File: config.mk
export PLATFORM = sky130hd
export DESIGN_NAME = tx_gearbox_flat
export DESIGN_NICKNAME = d
export VERILOG_FILES = /design/src/rtl/code_defs_pkg.sv /design/src/rtl/tx_gearbox_if.sv /design/src/rtl/tx_gearbox_seq.sv /design/src/rtl/tx_gearbox.sv /design/src/flat_wrapper.sv
export SDC_FILE = /design/constraint.sdc
export NUM_CORES = 1
export LEC_CHECK = 0
export ABC_CLOCK_PERIOD_IN_PS = 3900
export CAP_MARGIN = 20
export CORE_UTILIZATION = 52
export DETAILED_ROUTE_END_ITERATION = 7
export PLACE_DENSITY = 0.74
export SYNTH_ARGS = -nofsm -noshare
export SYNTH_HDL_FRONTEND = slang
export SYNTH_SLANG_ARGS = --single-unit
export TNS_END_PERCENT = 20
File: constraint.sdc
create_clock -name i_txc -period 3.9 [get_ports i_txc]
set_input_delay 1.17 -clock i_txc [delete_from_list [all_inputs] [get_ports i_txc]]
set_output_delay 1.17 -clock i_txc [all_outputs]
set_load 0.01 [all_outputs]
File: src/rtl/code_defs_pkg.sv
// rtl/code_defs_pkg.sv - shared 64b/66b code definitions and TX gearbox constants
//
// Purpose : constants and types shared by the PCS encoder/decoder and the gearboxes.
// Contents: DATA_WIDTH, GB_SEQ_LEN, GB_PAUSE_START, GB_RESIDUE_W, gb_seq_t, gb_occ_t,
//           gb_take_bits() which returns how many encoder bits a given seq slot consumes.
package code_defs_pkg;

    localparam int unsigned DATA_WIDTH     = 32;
    localparam int unsigned GB_SEQ_LEN     = 66;
    localparam int unsigned GB_PAUSE_START = 64;
    // 64 residual bits plus a 34-bit even slot shifted by up to 62 still fits in 96.
    localparam int unsigned GB_RESIDUE_W   = 96;

    typedef logic [6:0] gb_seq_t;
    typedef logic [6:0] gb_occ_t;

    localparam gb_seq_t GB_SEQ_LAST   = gb_seq_t'(GB_SEQ_LEN - 1);
    localparam gb_seq_t GB_SEQ_PAUSE  = gb_seq_t'(GB_PAUSE_START);
    localparam gb_occ_t GB_OCC_MAX    = gb_occ_t'(64);

    // Even slots carry header + low half (34 bits), odd slots the high half (32 bits),
    // the two trailing slots carry nothing and only drain the residue.
    function automatic gb_occ_t gb_take_bits(input gb_seq_t seq);
        if (seq >= GB_SEQ_PAUSE) begin
            return gb_occ_t'(0);
        end else if (!seq[0]) begin
            return gb_occ_t'(34);
        end else begin
            return gb_occ_t'(32);
        end
    endfunction

endpackage

File: src/rtl/tx_gearbox_if.sv
// rtl/tx_gearbox_if.sv - encoder-to-gearbox handshake interface
//
// Purpose : groups the encoder-facing data and the pause/frame-word strobes.
// Signals : txd        block half from encoder, bit [0] transmitted first
//           tx_header  2-bit sync header, meaningful only on frame_word==0 slots
//           tx_pause   1 = txd/tx_header not consumed this cycle
//           frame_word 0 = header + low half expected, 1 = high half expected
// Modports: master = encoder side, slave = gearbox side.
interface tx_gearbox_if;

    logic [code_defs_pkg::DATA_WIDTH-1:0] txd;
    logic [1:0]                           tx_header;
    logic                                 tx_pause;
    logic                                 frame_word;

    modport master (
        output txd,
        output tx_header,
        input  tx_pause,
        input  frame_word
    );

    modport slave (
        input  txd,
        input  tx_header,
        output tx_pause,
        output frame_word
    );

endinterface

File: src/rtl/tx_gearbox_seq.sv
// rtl/tx_gearbox_seq.sv - 66-slot gearbox sequencer with registered strobes
//
// Purpose : seq counter 0..65 plus registered pause/frame-word decode; shared with the
//           RX block-lock sequencing.
// Ports   : i_txc        clock
//           i_reset      asynchronous active-high reset
//           o_seq        current slot number
//           o_tx_pause   1 in slots 64 and 65
//           o_frame_word seq[0] in slots 0..63, 0 in slots 64 and 65
module gearbox_seq
    import code_defs_pkg::*;
(
    input  logic    i_txc,
    input  logic    i_reset,
    output gb_seq_t o_seq,
    output logic    o_tx_pause,
    output logic    o_frame_word
);

    gb_seq_t seq_next;

    always_comb begin
        seq_next = (o_seq == GB_SEQ_LAST) ? gb_seq_t'(0) : o_seq + gb_seq_t'(1);
    end

    // Strobes are decoded from seq_next so that they are valid in the same cycle as the
    // slot they describe, without a combinational path to the encoder.
    always_ff @(posedge i_txc or posedge i_reset) begin
        if (i_reset) begin
            o_seq        <= '0;
            o_tx_pause   <= 1'b0;
            o_frame_word <= 1'b0;
        end else begin
            o_seq        <= seq_next;
            o_tx_pause   <= (seq_next >= GB_SEQ_PAUSE);
            o_frame_word <= (seq_next < GB_SEQ_PAUSE) & seq_next[0];
        end
    end

endmodule

File: src/rtl/tx_gearbox.sv
// rtl/tx_gearbox.sv - 64b/66b TX gearbox, 66-bit blocks to 32-bit transceiver words
//
// Purpose : packs header + two 32-bit halves per block into a continuous 32-bit stream;
//           32 blocks occupy 66 output cycles, two of which pause the encoder.
// Ports   : i_txc    TX clock
//           i_reset  asynchronous active-high reset
//           enc      encoder handshake (txd, tx_header in; tx_pause, frame_word out)
//           o_txd    gearboxed word, bit [0] sent first, valid every cycle after reset
module tx_gearbox
    import code_defs_pkg::*;
(
    input  logic                  i_txc,
    input  logic                  i_reset,
    tx_gearbox_if.slave           enc,
    output logic [DATA_WIDTH-1:0] o_txd
);

    gb_seq_t                   seq;
    gb_occ_t                   occ;
    gb_occ_t                   taken;
    logic [7:0]                occ_sum;
    logic [GB_RESIDUE_W-1:0]   residue;
    logic [GB_RESIDUE_W-1:0]   new_bits;
    logic [GB_RESIDUE_W-1:0]   comb_bits;

    gearbox_seq u_seq (
        .i_txc        (i_txc),
        .i_reset      (i_reset),
        .o_seq        (seq),
        .o_tx_pause   (enc.tx_pause),
        .o_frame_word (enc.frame_word)
    );

    always_comb begin
        new_bits = '0;
        taken    = gb_take_bits(seq);
        if (seq < GB_SEQ_PAUSE) begin
            if (!seq[0]) begin
                new_bits[DATA_WIDTH+1:0] = {enc.txd, enc.tx_header};
            end else begin
                new_bits[DATA_WIDTH-1:0] = enc.txd;
            end
        end
        // New bits land just above the bits still waiting to be sent.
        comb_bits = (new_bits << occ) | residue;
        occ_sum   = {1'b0, occ} + {1'b0, taken} - 8'd32;
    end

    always_ff @(posedge i_txc or posedge i_reset) begin
        if (i_reset) begin
            o_txd   <= '0;
            residue <= '0;
            occ     <= '0;
        end else begin
            o_txd   <= comb_bits[DATA_WIDTH-1:0];
            residue <= comb_bits >> DATA_WIDTH;
            occ     <= occ_sum[6:0];
        end
    end

    // An underflow wraps occ_sum above 64 as well, so one bound covers both directions.
    always_ff @(posedge i_txc) begin
        if (!i_reset) begin
            assert (occ_sum <= {1'b0, GB_OCC_MAX})
                else $error("tx_gearbox occupancy out of range: %0d", occ_sum);
        end
    end

endmodule

File: src/flat_wrapper.sv
// flat-port wrapper written by rule: the top's interface ports become plain ports
module tx_gearbox_flat import code_defs_pkg::*;
  (i_txc, i_reset, o_txd, enc_txd, enc_tx_header, enc_tx_pause, enc_frame_word);
  tx_gearbox_if enc_i ();
  input  logic i_txc;
  input  logic i_reset;
  output logic [DATA_WIDTH-1:0] o_txd;
  input wire logic [$bits(enc_i.txd)-1:0] enc_txd;
  input wire logic [$bits(enc_i.tx_header)-1:0] enc_tx_header;
  output wire logic [$bits(enc_i.tx_pause)-1:0] enc_tx_pause;
  output wire logic [$bits(enc_i.frame_word)-1:0] enc_frame_word;
  assign enc_i.txd = enc_txd;
  assign enc_i.tx_header = enc_tx_header;
  assign enc_tx_pause = enc_i.tx_pause;
  assign enc_frame_word = enc_i.frame_word;
  tx_gearbox u_core (.i_txc(i_txc), .i_reset(i_reset), .enc(enc_i), .o_txd(o_txd));
endmodule
==> reports/results.txt, run 1 <==
Status - finished, final reports clean
Post-synthesis async set-or-reset flop share - 1.00
Clk sink count - 110
Via count - 5,917
Avg Cell Area, Syn - 9.48 µm²
WS Path Type - input port to register
Max-slew headroom - 0.321
Min Tclk post-route - 3.01 ns
TNS Setup - 0 ns
Initial Util - 0.533
H-tree Lvls - 3
Unrepaired setup endpoints after global routing - no
Critical Path Sink Type - register
Worst vdd ir - 0.000325 V
Initial DRC Count - 641
Required time worst endpoint - 4.12 ns
Largest family of logic cells by synthesized area - compound AO/OA/AOI/OAI gates
Cell taking the most area after synthesis - dfrtp_1
CTS tree - yes
Synth Area in Adders - 0.0118
Post-synthesis compound-gate area fraction - 0.241
Synth Area in Simple Gates - 0.128
Slowest-stage cell, CP - mux4_2
GRT Util Overall - 0.336
Root buf cell - clkbuf_16
Postcts setup bufs - 0
Worst EP arrival - 3.23 ns
Commonest non-fill, non-tap cells in the layout - dfrtp_1 (109), clkdlybuf4s50_1 (69), nor2_1 (61)
Die area - 0.0127 mm²
Seq/Total Area, Yosys - 0.432
CP delay by family, top - multiplexers
N_diodes - 0
P_leak - 3.38 nW
Final Max Slew Viols - 0
Netlist cell types - 55
Cell count after synthesis - 673
Gates resized, CTS repair - 0
Cell Pwr Density - 333 mW/mm²
Die X - 113 µm
Worst min-delay path class - register to register
Max Cap Violations - 0
Clock Latency Late Sink - 0.36 ns
Dpl ws - 0.580 ns
First-pass GRT wire length - 32,300 µm
CP bufs+invs - 1
Antenna Violating Nets Remaining - 0
Avg WL per Cell - 23.5 µm
Die Height - 113 µm
F_max - 332 MHz
Cts bufs inserted - 9
Nets@finish - 765
Residual DRC - 0
Post-synth top flop - dfrtp_1
Top Ports - 70
GRT overflow - 0
Share of cells above drive strength 1 - 0.0907
Ys Warns - 0
Row cnt - 40
Synthesis-stage register bit count - 110
Worst slew pin tran - 1.01 ns
Post-synth EDFFs - 0
Routed wire length - 20,600 µm
Top cell type's share of synthesized area - 0.432
Largest net degree at the start of global routing - 55
Port Buffers - 69
Hold_buf cts - 0
Core ar. - 0.0120 mm²
Crit share post-route - 0.772
Most common cell after layout, fill and taps aside - dfrtp_1
Synth area leaders - dfrtp_1 (43%), mux2i_1 (8.6%), o22ai_1 (5.3%)
Critical path cell sequence - clkdlybuf4s50_1 -> mux2_2 -> mux4_2 -> a22oi_1 -> nor2_1 -> a21oi_1 -> o21ai_0
CP max FO - 5
Post-Syn Nets - 715
Proportion of synthesized area in mux cells - 0.131
Final setup fails - 0
Worst-path clk slew - 0.08 ns
Mapped Area - 0.00638 mm²
Critical path startpoint category - input port
Longest Clk Path Bufs - 2
GP Congestion - 0.962
Fin. Hold Viols - 0
Post-synthesis xor/xnor area fraction - 0.0124
HPWL after DPL - 14,700 µm
DRT Pass-1 Iters - 6
Setup ws final - 0.890 ns
Vias per cell - 6.76
Initial antenna violation count - 0
Area Growth Syn to Fin - 18.4%
Number of global-route vias before repair - 5,760
Critical path's largest stage delay - 0.52 ns
Skew final - 0.0143 ns
==> power breakdown <==
| group | internal (mW) | switching [mW] | leakage [nW] |
|---|---|---|---|
| combinational | 0.129 | 0.154 | 1.90 |
| sequential | 1.18 | 0.0129 | 1.31 |
| clock | 0.628 | 0.411 | 0.167 |
| total | 1.94 | 0.577 | 3.38 |
==> per-stage QoR <==
step	std cells	power [mW]	hold slack, ns	instance area, µm²	utilization
detailed placement	858	1.49	0.412	7190	0.601
global route	875	2.59	0.443	7550	0.631
CTS	874	2.52	0.432	7530	0.629
finish	875	2.52	0.432	7550	0.631
global placement	858	1.49	0.410	7190	0.601
floorplan	673	1.36	0.404	6380	-
==> sequential cells by signal, summed over array words and instances (netlist names) <==
signal,count
u_core.u_seq.o_seq,7
u_core.occ,6
u_core.o_txd,32
u_core.u_seq.o_frame_word,1
u_core.residue,64
==> metal layers <==
metal | vias up | GRT usage | part of all wire
met5 | - | 0 | 0
met4 | 0 | 0.156 | 0.041
met3 | 68 | 0.0632 | 0.073
met2 | 305 | 0.558 | 0.49
met1 | 2908 | 0.428 | 0.40
li1 | 2636 | - | -
==> cell usage after synthesis, drive strengths merged (2+ instances only) <==
library cell / instances
o32ai: 4
mux2: 15
nor3: 23
mux4: 5
a311oi: 2
a31oi: 5
a21oi: 46
nor2: 61
buf: 21
o21a: 2
xor2: 3
and2: 8
o21ai: 37
xnor2: 6
dfrtp: 110
a221oi: 9
nand3b: 3
clkbuf: 31
a21o: 15
mux2i: 55
and3: 3
o21bai: 10
nand2b: 3
nor4: 5
or3: 6
a211o: 3
a22oi: 6
a22o: 2
a221o: 12
o22ai: 54
ha: 6
nand2: 44
or3b: 2
o211ai: 8
nand3: 15
a2bb2oi: 2
o221ai: 8
or2: 3
inv: 12
==> final timing paths <==
kind                                  startpoint                 end  slack, ns  cells past startpoint
setup reg to reg           u_core.u_seq.o_seq[0]  u_core.residue[63]       1.15                      6
min in group asynchronous                i_reset     u_core.o_txd[7]       1.22                      2
hold reg to reg                u_core.residue[7]     u_core.o_txd[7]       0.43                      1
hold / removal                 u_core.residue[7]     u_core.o_txd[7]       0.43                      1
max in group asynchronous                i_reset       u_core.occ[1]       1.99                      3
setup / recovery                     enc_txd[30]  u_core.residue[36]       0.89                      7
==> final cells by class <==
| class | count | area [µm²] |
|---|---|---|
| multi-input combinational | 499 | 3340 |
| tap | 147 | 184 |
| timing repair buffer | 91 | 881 |
| sequential | 110 | 2750 |
| inverter | 12 | 48.8 |
| clock inverter | 6 | 109 |
| clock buffer | 10 | 229 |
| fill | 1001 | 4410 |
==> cells by family (layout without fill, tap and decap cells) <==
| logic type | after synthesis | count (layout) |
|---|---|---|
| adder cells (fa/ha/maj) | 6 | 6 |
| AO/OA/AOI/OAI | 231 | 231 |
| buffers and inverters | 64 | 119 |
| multiplexers | 75 | 75 |
| flip-flops | 110 | 110 |
| XOR/XNOR | 9 | 9 |
| AND/OR/NAND/NOR | 178 | 178 |
No activity file was read; power rests on OpenSTA's default activity.
==> run 2, diff against run 1 <==
Settings changed: ABC_CLOCK_PERIOD_IN_PS 3900 to 2500.
Clock period 3.9 ns to 2.5 ns, I/O delays scaled along.
==> reports/results.txt, run 2 (same netlist as run 1, synthesis figures left out) <==
Worst EP arrival - 2.67 ns (-0.56 ns)
Routed wire length - 21,800 µm (+6.0%)
Final Max Slew Viols - 0 (unchanged)
First-pass GRT wire length - 33,900 µm (+5.2%)
Worst vdd ir - 0.000546 V (+68%)
Hold_sp - u_core.residue[9]
Share of cells above drive strength 1 - 0.212 (+0.122)
Longest Clk Path Bufs - 2 (unchanged)
Max-slew headroom - 0.481 (+0.160)
Dpl ws - -0.377 ns (-0.957 ns)
Largest net degree at the start of global routing - 37 (-33%)
CTS tree - yes
Initial DRC Count - 564 (-12%)
CP max FO - 4 (-1)
Worst min-delay path class - register to register
Die Height - 113 µm (unchanged)
Row cnt - 40 (unchanged)
GRT Util Overall - 0.354 (+0.0178)
DRT Pass-1 Iters - 6 (unchanged)
Total power - 3.86 mW (+54%)
Skew final - 0.00610 ns (-0.00817 ns)
Initial Util - 0.533 (unchanged)
Root buf cell - clkbuf_16
Final setup fails - 0 (unchanged)
WS Path Type - input port to register
Fin cells - 962 (+9.9%)
Residual DRC - 0 (unchanged)
Number of global-route vias before repair - 6,181 (+7.3%)
Biggest register - u_core.residue
Port Buffers - 69 (unchanged)
Initial antenna violation count - 0 (unchanged)
Status - finished, final reports clean
Top Ports - 70 (unchanged)
Worst slew pin tran - 0.773 ns (-0.242 ns)
Most common cell after layout, fill and taps aside - dfrtp_1
Critical Path Sink Type - register
Max reg flops - 64 (unchanged)
Placed Instances - 944 (+10%)
Nets@finish - 852 (+11%)
Setup ws final - 0.0678 ns (-0.822 ns)
GP Congestion - 0.939 (-2.3%)
Area Growth Syn to Fin - 29.8%
Fin. Hold Viols - 0 (unchanged)
Largest registers - u_core.residue (64), u_core.o_txd (32), u_core.u_seq.o_seq (7)
Cts bufs inserted - 9 (unchanged)
WHS - 0.435 ns (+0.00257 ns)
Util after Layout - 0.692 (+0.0608)
H-tree Lvls - 3 (unchanged)
Clk sink count - 110 (unchanged)
Worst-path clk slew - 0.07 ns (about the same)
Antenna Violating Nets Remaining - 0 (unchanged)
Max Cap Violations - 0 (unchanged)
Crit share post-route - 0.973
HPWL after DPL - 16,300 µm (+11%)
Worst setup path start - enc_txd[30]
Die area - 0.0127 mm² (unchanged)
Via count - 6,270 (+6.0%)
Cell Pwr Density - 467 mW/mm² (+40%)
Core ar. - 0.0120 mm² (unchanged)
F_max - 411 MHz
Vias per cell - 6.52 (-3.6%)
Required time worst endpoint - 2.73 ns (-1.39 ns)
Die X - 113 µm (unchanged)
Avg WL per Cell - 22.6 µm (-3.6%)
P_leak - 3.74 nW (+11%)
N_diodes - 0 (unchanged)
Unrepaired setup endpoints after global routing - no
Critical path startpoint category - input port
Commonest non-fill, non-tap cells in the layout - dfrtp_1 (109), buf_4 (105), clkdlybuf4s50_1 (69)
Clock Latency Late Sink - 0.35 ns (about the same)
Min Tclk post-route - 2.43 ns
GRT overflow - 0 (unchanged)
Reg2Reg Launch Point - u_core.occ[3]
## run 2: cell types whose count changed in the layout (fill, tap and decap cells not counted), moves of 2 or more
cell,delta
buf_12,+2
buf_4,+85
bufinv_16,-2
clkinv_4,+2
inv_8,+2
mux2i_1,-9
mux2i_2,+8
nor2_1,-5
nor2_2,+5
## run 2: area by class of cell
| cell class | count | area (µm²) |
|---|---|---|
| fill | 968 | 3680 |
| clock inverter | 7 | 82.6 |
| timing repair buffer | 178 | 1560 |
| inverter | 12 | 48.8 |
| tap | 147 | 184 |
| sequential | 110 | 2750 |
| multi-input combinational | 499 | 3420 |
| clock buffer | 9 | 225 |
## run 2: per-stage QoR
| step | instance area [µm²] | TNS (ns) |
|---|---|---|
| after global placement | 7880 | -10.04 |
| after detailed placement | 7880 | -15.25 |
| after floorplan | 6380 | 0 |
| final | 8280 | 0 |
| after global routing | 8280 | 0 |
| after CTS | 8180 | 0 |
## run 2: metal layers
layer	track usage	wire, µm	share of wire
met1	0.439	8520	0.39
met2	0.593	10500	0.48
met3	0.0766	1840	0.084
met4	0.162	968	0.044
met5	0	0	0
## run 2: power by group
group / switching (mW) / internal [mW]
Sequential: 0.0204 / 1.84
Combinational: 0.259 / 0.265
Clock: 0.683 / 0.793
## run 2: final timing paths
path | end | slack [ns] | cells after the start
worst max-delay path | u_core.residue[48] | 0.07 | 7
worst min-delay path | u_core.o_txd[9] | 0.43 | 1
worst max register to register | u_core.residue[26] | 0.13 | 8
worst min register to register | u_core.o_txd[9] | 0.43 | 1
max in group asynchronous | u_core.residue[48] | 1.23 | 3
min in group asynchronous | u_core.o_txd[15] | 0.74 | 2
## run 2: timing repair
| action | CTS | global route |
|---|---|---|
| gates resized for setup | 0 | 21 |
| buffers inserted | 0 | 2 |
| endpoints found under the setup margin | 0 | 45 |
| hold buffers | 0 | 0 |
## run 2: critical path: stages
cell and delay [ns]:
clkdlybuf4s50_1 0.48, mux2_2 0.31, mux4_2 0.52, buf_4 0.17
a2bb2oi_1 0.20, o32a_1 0.19, o21ai_1 0.06
==> run 3, diff against run 2 <==
Settings changed: GPL_TIMING_DRIVEN from default to 0.
==> reports/results.txt, run 3 (same netlist as run 1, synthesis figures left out) <==
Critical path startpoint category - input port
Max Cap Violations - 0 (unchanged)
GRT Util Overall - 0.365 (+0.0112)
Crit share post-route - 0.989 (+0.0157)
Vias per cell - 7.02 (+7.7%)
Worst slew pin tran - 0.828 ns (+0.0557 ns)
Status - finished, final reports clean
Initial antenna violation count - 0 (unchanged)
Die X - 113 µm (unchanged)
CP max FO - 3 (-1)
Switching share of power - 0.250 (+0.000474)
Root buf cell - clkbuf_16
Port Buffers - 69 (unchanged)
Die Height - 113 µm (unchanged)
WS Path Type - input port to register
Postcts setup bufs - 0 (unchanged)
Worst vdd ir - 0.000451 V (-17%)
Commonest non-fill, non-tap cells in the layout - dfrtp_1 (110), clkdlybuf4s50_1 (65), nor2_1 (56)
Hold_buf cts - 0 (unchanged)
Critical Path Sink Type - register
Longest Clk Path Bufs - 2 (unchanged)
Initial Util - 0.533 (unchanged)
CTS tree - yes
Critical path cell sequence - clkdlybuf4s50_1 -> mux2_2 -> mux4_2 -> a22oi_2 -> nor2_1 -> a21oi_1 -> o21ai_0
Skew final - 0.00965 ns (+0.00355 ns)
Fin cells - 906 (-5.8%)
Antenna Violating Nets Remaining - 0 (unchanged)
Worst EP arrival - 2.69 ns (+0.02 ns)
Slowest-stage cell, CP - mux4_2
Met3 Usage GRT - 0.0766 (unchanged)
Final Cell Area - 0.00791 mm² (-4.4%)
Setup ws final - 0.0285 ns (-0.0392 ns)
Area Growth Syn to Fin - 24.0%
Avg WL per Cell - 25.3 µm (+12%)
Die area - 0.0127 mm² (unchanged)
Row cnt - 40 (unchanged)
Global route hottest layer - met2
Biggest register - u_core.residue
GRT overflow - 0 (unchanged)
M2 GR Usage - 0.581 (-0.0119)
F_max - 405 MHz (-1.6%)
Worst-path clk slew - 0.07 ns (about the same)
First-pass GRT wire length - 34,600 µm (+1.9%)
Top Ports - 70 (unchanged)
Max-slew headroom - 0.447 (-0.0343)
N_diodes - 0 (unchanged)
Unrepaired setup endpoints after global routing - yes
Largest registers - u_core.residue (64), u_core.o_txd (32), u_core.u_seq.o_seq (7)
Clk sink count - 110 (unchanged)
P_leak - 3.32 nW (-11%)
Critical path's largest stage delay - 0.51 ns (about the same)
P_int - 2.85 mW (-1.9%)
NetSw - 0.946 mW (-1.7%)
Clock Latency Late Sink - 0.36 ns (about the same)
Util after Layout - 0.662 (-0.0304)
Post-DP Area - 0.00730 mm² (-7.3%)
Nets@finish - 796 (-6.6%)
Clock share of power - 0.381 (about the same)
Cts bufs inserted - 9 (unchanged)
WHS - 0.428 ns (-0.00648 ns)
Required time worst endpoint - 2.72 ns (about the same)
Max reg flops - 64 (unchanged)
Placed Instances - 891 (-5.6%)
Min Tclk post-route - 2.47 ns (+0.0392 ns)
HPWL after DPL - 17,200 µm (+5.8%)
Combinational group share of total power - 0.128 (-0.008)
Met1 usage - 0.487 (+0.0475)
Dpl ws - -0.538 ns (-0.160 ns)
Number of global-route vias before repair - 6,088 (-1.5%)
Residual DRC - 0 (unchanged)
Final setup fails - 0 (unchanged)
Routed wire length - 22,900 µm (+5.1%)
Most common cell after layout, fill and taps aside - dfrtp_1
GP Congestion - 0.974 (+3.7%)
H-tree Lvls - 3 (unchanged)
Via count - 6,362 (+1.5%)
Sequential power share - 0.492 (+0.010)
Cell Pwr Density - 479 mW/mm² (+2.7%)
Initial DRC Count - 788 (+40%)
DRT Pass-1 Iters - 8 (+2)
Largest net degree at the start of global routing - 42 (+14%)
Final Max Slew Viols - 0 (unchanged)
Share of cells above drive strength 1 - 0.177 (-0.0357)
Fin. Hold Viols - 0 (unchanged)
Core ar. - 0.0120 mm² (unchanged)
Worst min-delay path class - register to register
==> run 3: changes by cell type in the layout (fill, tap and decap cells not counted), moves of 12 or more <==
cell | previous run | this run
a21oi_2 | 0 | 12
mux2i_2 | 8 | 24
buf_4 | 105 | 0
clkbuf_2 | 0 | 12
a21oi_1 | 46 | 34
clkbuf_1 | 0 | 19
mux2i_1 | 46 | 26
==> run 3: final timing paths <==
path	end	slack, ns	depth (start not counted)	start
setup / recovery	u_core.residue[4]	0.03	7	enc_txd[20]
hold reg to reg	u_core.o_txd[11]	0.43	1	u_core.residue[11]
min in group asynchronous	u_core.o_txd[13]	0.90	2	i_reset
setup reg to reg	u_core.residue[20]	0.04	8	u_core.u_seq.o_seq[6]
hold / removal	u_core.o_txd[11]	0.43	1	u_core.residue[11]
max in group asynchronous	u_core.u_seq.o_seq[5]	0.68	4	i_reset
==> run 3: metal layers <==
layer  part of all wire  vias up
met1               0.39     3142
met4              0.038        0
met3               0.10       80
li1                   -     2704
met5                  0        -
met2               0.47      436
==> run 3: final cells by class <==
type	count	area (µm²)
clock inverter	6	68.8
inverter	12	48.8
sequential	110	2750
tap	147	184
timing repair buffer	71	726
fill	958	4050
clock buffer	10	229
buffer	51	277
multi-input combinational	499	3630
==> run 3: power groups by stage <==
stage                     combinational, mW  clock (mW)  sequential, mW
after CTS                             0.448        1.46            1.86
after global placement                0.428           0            1.90
after global routing                  0.512        1.52            1.87
final                                 0.484        1.44            1.86
after detailed placement              0.440           0            1.90
after floorplan                       0.212           0            1.91
==> run 3: per-stage QoR <==
step           power [mW]  TNS, ns
3_3_place_gp         2.32   -77.06
5_1_grt              3.90   -0.412
4_1_cts              3.77   -0.418
6_report             3.79        0
3_5_place_dp         2.34   -19.25
2_1_floorplan        2.12        0
==> run 3: critical path, delay by kind of cell <==
family	cells	cell delay, ns
AND/OR/NAND/NOR	1	0.07
multiplexers	2	0.80
buffers and inverters	1	0.46
AO/OA/AOI/OAI	3	0.60
==> run 3: timing repair <==
item | CTS | global route
setup endpoints to repair | 62 | 80
pin swaps | 1 | 1
resized for setup | 28 | 72
